### src/rtl/motor_cmd_arbiter_if.sv
// Command, proximity and status bundle between the robot's command sources and motor_cmd_arbiter.
// Strobes are fire-and-forget: IR_VALID / UART_VALID qualify their data for exactly one cycle, the arbiter samples every cycle and there is no ready/backpressure.
interface motor_cmd_arbiter_if #(
   parameter int PROX_W = 4,
   parameter int DUTY_W = 7,
   parameter int ERR_W  = 8
);
   logic              IR_VALID;
   logic [7:0]        IR_CODE;
   logic              UART_VALID;
   logic [7:0]        UART_BYTE;
   logic [PROX_W-1:0] PROX;
   logic [7:0]        SEND;
   logic [2:0]        MOTOR_STAT;
   logic [DUTY_W-1:0] DUTY;
   logic              CMD_SRC;
   logic              TIMEOUT;
   logic              OBSTACLE;
   logic [ERR_W-1:0]  ERR_CNT;
   logic [1:0]        STATE_DBG;

   modport master (
      output IR_VALID, IR_CODE, UART_VALID, UART_BYTE, PROX,
      input  SEND, MOTOR_STAT, DUTY, CMD_SRC, TIMEOUT, OBSTACLE, ERR_CNT, STATE_DBG
   );

   modport slave (
      input  IR_VALID, IR_CODE, UART_VALID, UART_BYTE, PROX,
      output SEND, MOTOR_STAT, DUTY, CMD_SRC, TIMEOUT, OBSTACLE, ERR_CNT, STATE_DBG
   );
endinterface

### src/rtl/motor_cmd_arbiter.sv
// Validates and arbitrates IR/UART motor commands, holds the drive state with a dead-man
// watchdog and derives PWM duty from proximity.
module motor_cmd_arbiter #(
   parameter int TIMEOUT_CYCLES = 50_000_000,
   parameter int PROX_W         = 4,
   parameter int PROX_SLOW      = 8,
   parameter int PROX_STOP      = 3,
   parameter int DUTY_W         = 7,
   parameter int DUTY_FAST      = 60,
   parameter int DUTY_SLOW      = 40,
   parameter int ERR_W          = 8
) (
   input logic              CLK,
   input logic              RESET,
   motor_cmd_arbiter_if.slave bus
);

   typedef enum logic [1:0] {
      ST_IDLE    = 2'd0,
      ST_DRIVE   = 2'd1,
      ST_BRAKE   = 2'd2,
      ST_TIMEOUT = 2'd3
   } state_t;

   // Command codes equal the MOTOR_STAT encoding; CMD_NONE doubles as "not a valid command".
   localparam logic [2:0] CMD_NONE  = 3'd0;
   localparam logic [2:0] CMD_FWD   = 3'd1;
   localparam logic [2:0] CMD_LEFT  = 3'd2;
   localparam logic [2:0] CMD_BRAKE = 3'd3;
   localparam logic [2:0] CMD_RIGHT = 3'd4;
   localparam logic [2:0] CMD_BACK  = 3'd5;

   localparam int              WD_W    = (TIMEOUT_CYCLES > 1) ? $clog2(TIMEOUT_CYCLES) : 1;
   localparam bit              WD_EN   = (TIMEOUT_CYCLES != 0);
   localparam logic [WD_W-1:0] WD_LAST = WD_W'((TIMEOUT_CYCLES > 0) ? TIMEOUT_CYCLES - 1 : 0);

   localparam logic [DUTY_W-1:0] D_FAST = DUTY_W'(DUTY_FAST);
   localparam logic [DUTY_W-1:0] D_SLOW = DUTY_W'(DUTY_SLOW);
   localparam logic [PROX_W-1:0] P_SLOW = PROX_W'(PROX_SLOW);
   localparam logic [PROX_W-1:0] P_STOP = PROX_W'(PROX_STOP);

   state_t            state_q, state_d;
   logic [2:0]        cmd_q, cmd_d;
   logic              src_q, src_d;
   logic [WD_W-1:0]   wd_q, wd_d;
   logic [ERR_W-1:0]  err_q, err_d;
   logic [DUTY_W-1:0] duty_q, duty_d;
   logic              obst_q, obst_d;

   logic [2:0] ir_cmd, uart_cmd, sel_cmd;
   logic       sel_src, strobe;
   logic [2:0] stat;

   always_comb begin
      ir_cmd = CMD_NONE;
      if (bus.IR_CODE[7:4] == ~bus.IR_CODE[3:0]) begin
         case (bus.IR_CODE[3:0])
            4'd2:    ir_cmd = CMD_FWD;
            4'd4:    ir_cmd = CMD_LEFT;
            4'd5:    ir_cmd = CMD_BRAKE;
            4'd6:    ir_cmd = CMD_RIGHT;
            4'd8:    ir_cmd = CMD_BACK;
            default: ir_cmd = CMD_NONE;
         endcase
      end
      case (bus.UART_BYTE)
         8'h61:   uart_cmd = CMD_FWD;
         8'h62:   uart_cmd = CMD_LEFT;
         8'h63:   uart_cmd = CMD_BRAKE;
         8'h64:   uart_cmd = CMD_RIGHT;
         8'h65:   uart_cmd = CMD_BACK;
         default: uart_cmd = CMD_NONE;
      endcase
   end

   // IR wins a same-cycle collision; the losing UART byte is not counted as a reject.
   always_comb begin
      strobe  = bus.IR_VALID | bus.UART_VALID;
      sel_cmd = bus.IR_VALID ? ir_cmd : uart_cmd;
      sel_src = ~bus.IR_VALID;
   end

   always_comb begin
      state_d = state_q;
      cmd_d   = cmd_q;
      src_d   = src_q;
      wd_d    = wd_q;
      err_d   = err_q;
      if (strobe && (sel_cmd != CMD_NONE)) begin
         cmd_d   = sel_cmd;
         src_d   = sel_src;
         wd_d    = '0;
         state_d = (sel_cmd == CMD_BRAKE) ? ST_BRAKE : ST_DRIVE;
      end else begin
         if (strobe && (err_q != {ERR_W{1'b1}})) begin
            err_d = err_q + 1'b1;
         end
         if (WD_EN && (state_q == ST_DRIVE)) begin
            if (wd_q == WD_LAST) begin
               state_d = ST_TIMEOUT;
            end else begin
               wd_d = wd_q + 1'b1;
            end
         end
      end
   end

   // Duty follows the registered state, so it lags a command or PROX change by one edge.
   always_comb begin
      duty_d = '0;
      obst_d = 1'b0;
      if (state_q == ST_DRIVE) begin
         case (cmd_q)
            CMD_BACK:            duty_d = D_SLOW;
            CMD_LEFT, CMD_RIGHT: duty_d = D_FAST;
            CMD_FWD: begin
               if (bus.PROX < P_STOP) begin
                  obst_d = 1'b1;
               end else if (bus.PROX < P_SLOW) begin
                  duty_d = D_SLOW;
               end else begin
                  duty_d = D_FAST;
               end
            end
            default: duty_d = '0;
         endcase
      end
   end

   always_ff @(posedge CLK) begin
      if (RESET) begin
         state_q <= ST_IDLE;
         cmd_q   <= CMD_NONE;
         src_q   <= 1'b0;
         wd_q    <= '0;
         err_q   <= '0;
         duty_q  <= '0;
         obst_q  <= 1'b0;
      end else begin
         state_q <= state_d;
         cmd_q   <= cmd_d;
         src_q   <= src_d;
         wd_q    <= wd_d;
         err_q   <= err_d;
         duty_q  <= duty_d;
         obst_q  <= obst_d;
      end
   end

   always_comb begin
      stat = (state_q == ST_TIMEOUT) ? CMD_BRAKE : cmd_q;
      case (stat)
         CMD_FWD:   bus.SEND = 8'h02;
         CMD_LEFT:  bus.SEND = 8'h08;
         CMD_BRAKE: bus.SEND = 8'h10;
         CMD_RIGHT: bus.SEND = 8'h20;
         CMD_BACK:  bus.SEND = 8'h80;
         default:   bus.SEND = 8'h00;
      endcase
      bus.MOTOR_STAT = stat;
      bus.DUTY       = duty_q;
      bus.CMD_SRC    = src_q;
      bus.TIMEOUT    = (state_q == ST_TIMEOUT);
      bus.OBSTACLE   = obst_q;
      bus.ERR_CNT    = err_q;
      bus.STATE_DBG  = state_q;
   end

endmodule

### src/flat_wrapper.sv
// flat-port wrapper written by rule: the top's interface ports become plain ports
module motor_cmd_arbiter_flat 
#(
   parameter int TIMEOUT_CYCLES = 50_000_000,
   parameter int PROX_W         = 4,
   parameter int PROX_SLOW      = 8,
   parameter int PROX_STOP      = 3,
   parameter int DUTY_W         = 7,
   parameter int DUTY_FAST      = 60,
   parameter int DUTY_SLOW      = 40,
   parameter int ERR_W          = 8
)
  (CLK, RESET, bus_IR_VALID, bus_IR_CODE, bus_UART_VALID, bus_UART_BYTE, bus_PROX, bus_SEND, bus_MOTOR_STAT, bus_DUTY, bus_CMD_SRC, bus_TIMEOUT, bus_OBSTACLE, bus_ERR_CNT, bus_STATE_DBG);
  motor_cmd_arbiter_if #(.PROX_W(PROX_W), .DUTY_W(DUTY_W), .ERR_W(ERR_W)) bus_i ();
  input logic CLK;
  input logic RESET;
  input wire logic [$bits(bus_i.IR_VALID)-1:0] bus_IR_VALID;
  input wire logic [$bits(bus_i.IR_CODE)-1:0] bus_IR_CODE;
  input wire logic [$bits(bus_i.UART_VALID)-1:0] bus_UART_VALID;
  input wire logic [$bits(bus_i.UART_BYTE)-1:0] bus_UART_BYTE;
  input wire logic [$bits(bus_i.PROX)-1:0] bus_PROX;
  output wire logic [$bits(bus_i.SEND)-1:0] bus_SEND;
  output wire logic [$bits(bus_i.MOTOR_STAT)-1:0] bus_MOTOR_STAT;
  output wire logic [$bits(bus_i.DUTY)-1:0] bus_DUTY;
  output wire logic [$bits(bus_i.CMD_SRC)-1:0] bus_CMD_SRC;
  output wire logic [$bits(bus_i.TIMEOUT)-1:0] bus_TIMEOUT;
  output wire logic [$bits(bus_i.OBSTACLE)-1:0] bus_OBSTACLE;
  output wire logic [$bits(bus_i.ERR_CNT)-1:0] bus_ERR_CNT;
  output wire logic [$bits(bus_i.STATE_DBG)-1:0] bus_STATE_DBG;
  assign bus_i.IR_VALID = bus_IR_VALID;
  assign bus_i.IR_CODE = bus_IR_CODE;
  assign bus_i.UART_VALID = bus_UART_VALID;
  assign bus_i.UART_BYTE = bus_UART_BYTE;
  assign bus_i.PROX = bus_PROX;
  assign bus_SEND = bus_i.SEND;
  assign bus_MOTOR_STAT = bus_i.MOTOR_STAT;
  assign bus_DUTY = bus_i.DUTY;
  assign bus_CMD_SRC = bus_i.CMD_SRC;
  assign bus_TIMEOUT = bus_i.TIMEOUT;
  assign bus_OBSTACLE = bus_i.OBSTACLE;
  assign bus_ERR_CNT = bus_i.ERR_CNT;
  assign bus_STATE_DBG = bus_i.STATE_DBG;
  motor_cmd_arbiter #(.TIMEOUT_CYCLES(TIMEOUT_CYCLES), .PROX_W(PROX_W), .PROX_SLOW(PROX_SLOW), .PROX_STOP(PROX_STOP), .DUTY_W(DUTY_W), .DUTY_FAST(DUTY_FAST), .DUTY_SLOW(DUTY_SLOW), .ERR_W(ERR_W)) u_core (.CLK(CLK), .RESET(RESET), .bus(bus_i));
endmodule
### config.mk
export PLATFORM = sky130hd
export DESIGN_NAME = motor_cmd_arbiter_flat
export DESIGN_NICKNAME = d
export VERILOG_FILES = /design/src/rtl/motor_cmd_arbiter_if.sv /design/src/rtl/motor_cmd_arbiter.sv /design/src/flat_wrapper.sv
export SDC_FILE = /design/constraint.sdc
export NUM_CORES = 1
export LEC_CHECK = 0
export CORE_ASPECT_RATIO = 1.25
export CORE_MARGIN = 5
export CORE_UTILIZATION = 30
export CTS_CLUSTER_DIAMETER = 80
export DETAILED_ROUTE_END_ITERATION = 8
export PLACE_DENSITY_LB_ADDON = 0.2
export SLEW_MARGIN = 40
export SYNTH_ARGS = -nofsm -noshare
export SYNTH_HDL_FRONTEND = slang
export SYNTH_SLANG_ARGS = --single-unit
### constraint.sdc
create_clock -name CLK -period 2.7 [get_ports CLK]
set_input_delay 0.54 -clock CLK [delete_from_list [all_inputs] [get_ports CLK]]
set_output_delay 0.54 -clock CLK [all_outputs]
set_load 0.01 [all_outputs]
==> flow_metrics.tcl <==
set metrics [dict create \
    outcome "finished clean" \
    r2r_end "u_core.wd_q[18]" \
    path_clk_slew_ns 0.09 \
    max-vdd-ir-drop_v 0.000167 \
    dpl_worst_slack_ns 0.113 \
    postCtsHoldBufs 0 \
    power_density_mw_per_mm2 387 \
    diodes 0 \
    htree_levels 2 \
    io_pins 55 \
    fin_crit_sh_pct 89.0 \
    hold_viol_final 0 \
    fin_skew_ns 0.0197 \
    clock_sinks 43 \
    worstSetupStartpointType "flip-flop" \
    synth_cell_types 60 \
    cts_setup_buffers 0 \
    num_rows 38 \
    cts_tree "built" \
    grt_pass1_wl_mm 11.7 \
    initial_core_util_pct 30.3 \
    worstRegToRegCells 5 \
    slew_violations 0 \
    reg2reg_from "u_core.wd_q[0]" \
    track_usage_pct 13.3 \
    syn2layout_area_growth_pct 28.1 \
    grt_start_max_net_pins 30 \
    ys.flop_type "dfxtp_1" \
    die_w_um 93.4 \
    first_pass_iters 4 \
    fin_tns_setup_ns 0 \
    fin_crit_ns 2.40 \
    gpl.final_weighted_congestion 0.751 \
    maxCapViolCount 0 \
    fmax_mhz 416 \
    grt_pass1_vias 2464 \
    dp_hpwl_mm 5.11 \
    fp.coreArea_mm2 0.00861 \
    crit_end "bus_SEND[3]" \
    cts_resized 0 \
    synth_edf_count 0 \
    startpoint "u_core.bus.STATE_DBG[0]" \
    critical_path_arrival_ns 1.86 \
    clk_path_buf_depth 2 \
    via_per_inst 5.29 \
    hold_path.class "reg2reg" \
    post_route_cells_drive_above_1_share_pct 11.2 \
    yosysSeqAreaShare_pct 33.0 \
    drc_errors 0 \
    ys_async_sr_fraction_pct 0 \
    port_buffers 48 \
    nets 382 \
    critPathKind "reg2out" \
    worstSetupEndpointType "output port" \
    slew_headroom_pct 62.1 \
    cts_buffers 5 \
    num_vias 2521 \
    netlist_instances 308 \
    p_leak_uw 0.00109 \
    die_area_mm2 0.0107 \
    ys_warn_count 0 \
    drt_iter0_drc 114 \
    setup_viol 0 \
    worst_slack_ns 0.297 \
    syn_area_mm2 0.00261 \
    clockRootBuffer "clkbuf_8" \
    clock_latency_ns 0.31 \
    avgSynthCellArea_um2 8.48 \
    crit_fanout 6 \
    fill_cells 893 \
    die_y_um 114 \
    cp.required_ns 2.16 \
    final_antenna_net_count 0 \
    final_cell_mix "clkdlybuf4s50_1, dfxtp_1, nand2_1, o31ai_1, a211oi_1" \
    rsz0062_at_grt "false" \
    final_common_cell "clkdlybuf4s50_1" \
    avgRoutedWirePerCell_um 14.6 \
    grt_antenna_before_repair 0 \
    synth_seq_cells 43 \
    routed_wl_mm 6.96 \
    rrSetupSlack_ns 0.50 \
    grt-ovfl-total 0 \
    worst_pin_slew_ns 0.554 \
]
where the power goes:
group | internal [µW] | total, µW | switching [µW]
registers | 639 | 649 | 10.1
clock network | 276 | 513 | 238
logic | 66.1 | 131 | 65.4
total | 981 | 1290 | 313
critical path: stages (launching register included):
cell and delay (ns):
dfxtp_1 0.46, nand2_1 0.17, nand2_1 0.14, inv_1 0.06, nor3b_1 0.18, clkdlybuf4s50_1 0.57
final cells by class:
type,instances,area (µm²),share of cell area [%]
flip-flops and latches,43,861,25.7
multi-input cells,238,1610,48.1
inverters,8,30.0,0.898
repair buffers,60,583,17.4
well taps,120,150,4.49
clock inverters,3,43.8,1.31
clock buffers,5,68.8,2.06
Yosys cell counts (all sizes together), types with 4 or more instances:
cell type	n	share of area, %
nand2b	6	1.4
o21ai	11	2.3
or3	6	1.7
a21oi	10	1.9
o31ai	22	6.3
a211oi	18	5.6
and4	6	2.1
nand4	10	2.4
xor2	11	3.7
clkbuf	9	1.3
nor4b	4	1.3
inv	8	1.2
nor2	9	1.3
or4	17	5.3
nor3	12	2.3
and3	4	0.96
nand2	23	3.6
buf	15	3.8
nand3	15	3.4
dfxtp	43	33
cell families after synthesis:
family          count (synthesis)  synth area share [%]
other cells                     1                 0.144
xor+xnor                       13                  4.36
flops                          43                  33.0
simple gates                  135                  32.2
fa+ha+maj                       2                 0.958
mux                             3                  1.25
buf+inv                        32                  6.28
compound gates                 79                  21.9
layer usage:
metal / wire (µm) / GRT usage, % / vias to the layer above
met2: 3480 / 23.7 / 45
li1: - / - / 1274
met5: 0 / 0 / -
met4: 91 / 4.69 / 0
met1: 3080 / 15.8 / 1196
met3: 312 / 2.83 / 6
flip-flops by register name (all words and copies together) (netlist names):
name,cells
u_core.wd_q,26
u_core.bus.ERR_CNT,8
u_core.cmd_q,3
u_core.bus.DUTY,2
u_core.bus.STATE_DBG,2
u_core.bus.CMD_SRC,1
u_core.bus.OBSTACLE,1
stage by stage:
| stage | util (%) | hold slack (ns) | total power (µW) | instance area, µm² | cells |
|---|---|---|---|---|---|
| 2_1_floorplan | - | 0.458 | 728 | 2630 | 313 |
| 3_3_place_gp | 37.6 | 0.458 | 795 | 3230 | 469 |
| 3_5_place_dp | 37.6 | 0.466 | 796 | 3230 | 469 |
| 4_1_cts | 38.9 | 0.483 | 1320 | 3350 | 477 |
| 5_1_grt | 38.9 | 0.508 | 1360 | 3350 | 477 |
| 6_report | 38.9 | 0.479 | 1290 | 3350 | 477 |
worst min-delay path by stage:
stage | cells past startpoint | to | slack [ns] | from
floorplan | 2 | u_core.wd_q[25] | 0.46 | u_core.wd_q[25]
global placement | 2 | u_core.bus.CMD_SRC | 0.46 | u_core.bus.CMD_SRC
detailed placement | 2 | u_core.bus.CMD_SRC | 0.47 | u_core.bus.CMD_SRC
CTS | 2 | u_core.bus.CMD_SRC | 0.48 | u_core.bus.CMD_SRC
global route | 2 | u_core.bus.CMD_SRC | 0.51 | u_core.bus.CMD_SRC
finish | 2 | u_core.bus.CMD_SRC | 0.48 | u_core.bus.CMD_SRC
No activity file was read; power rests on OpenSTA's default activity.
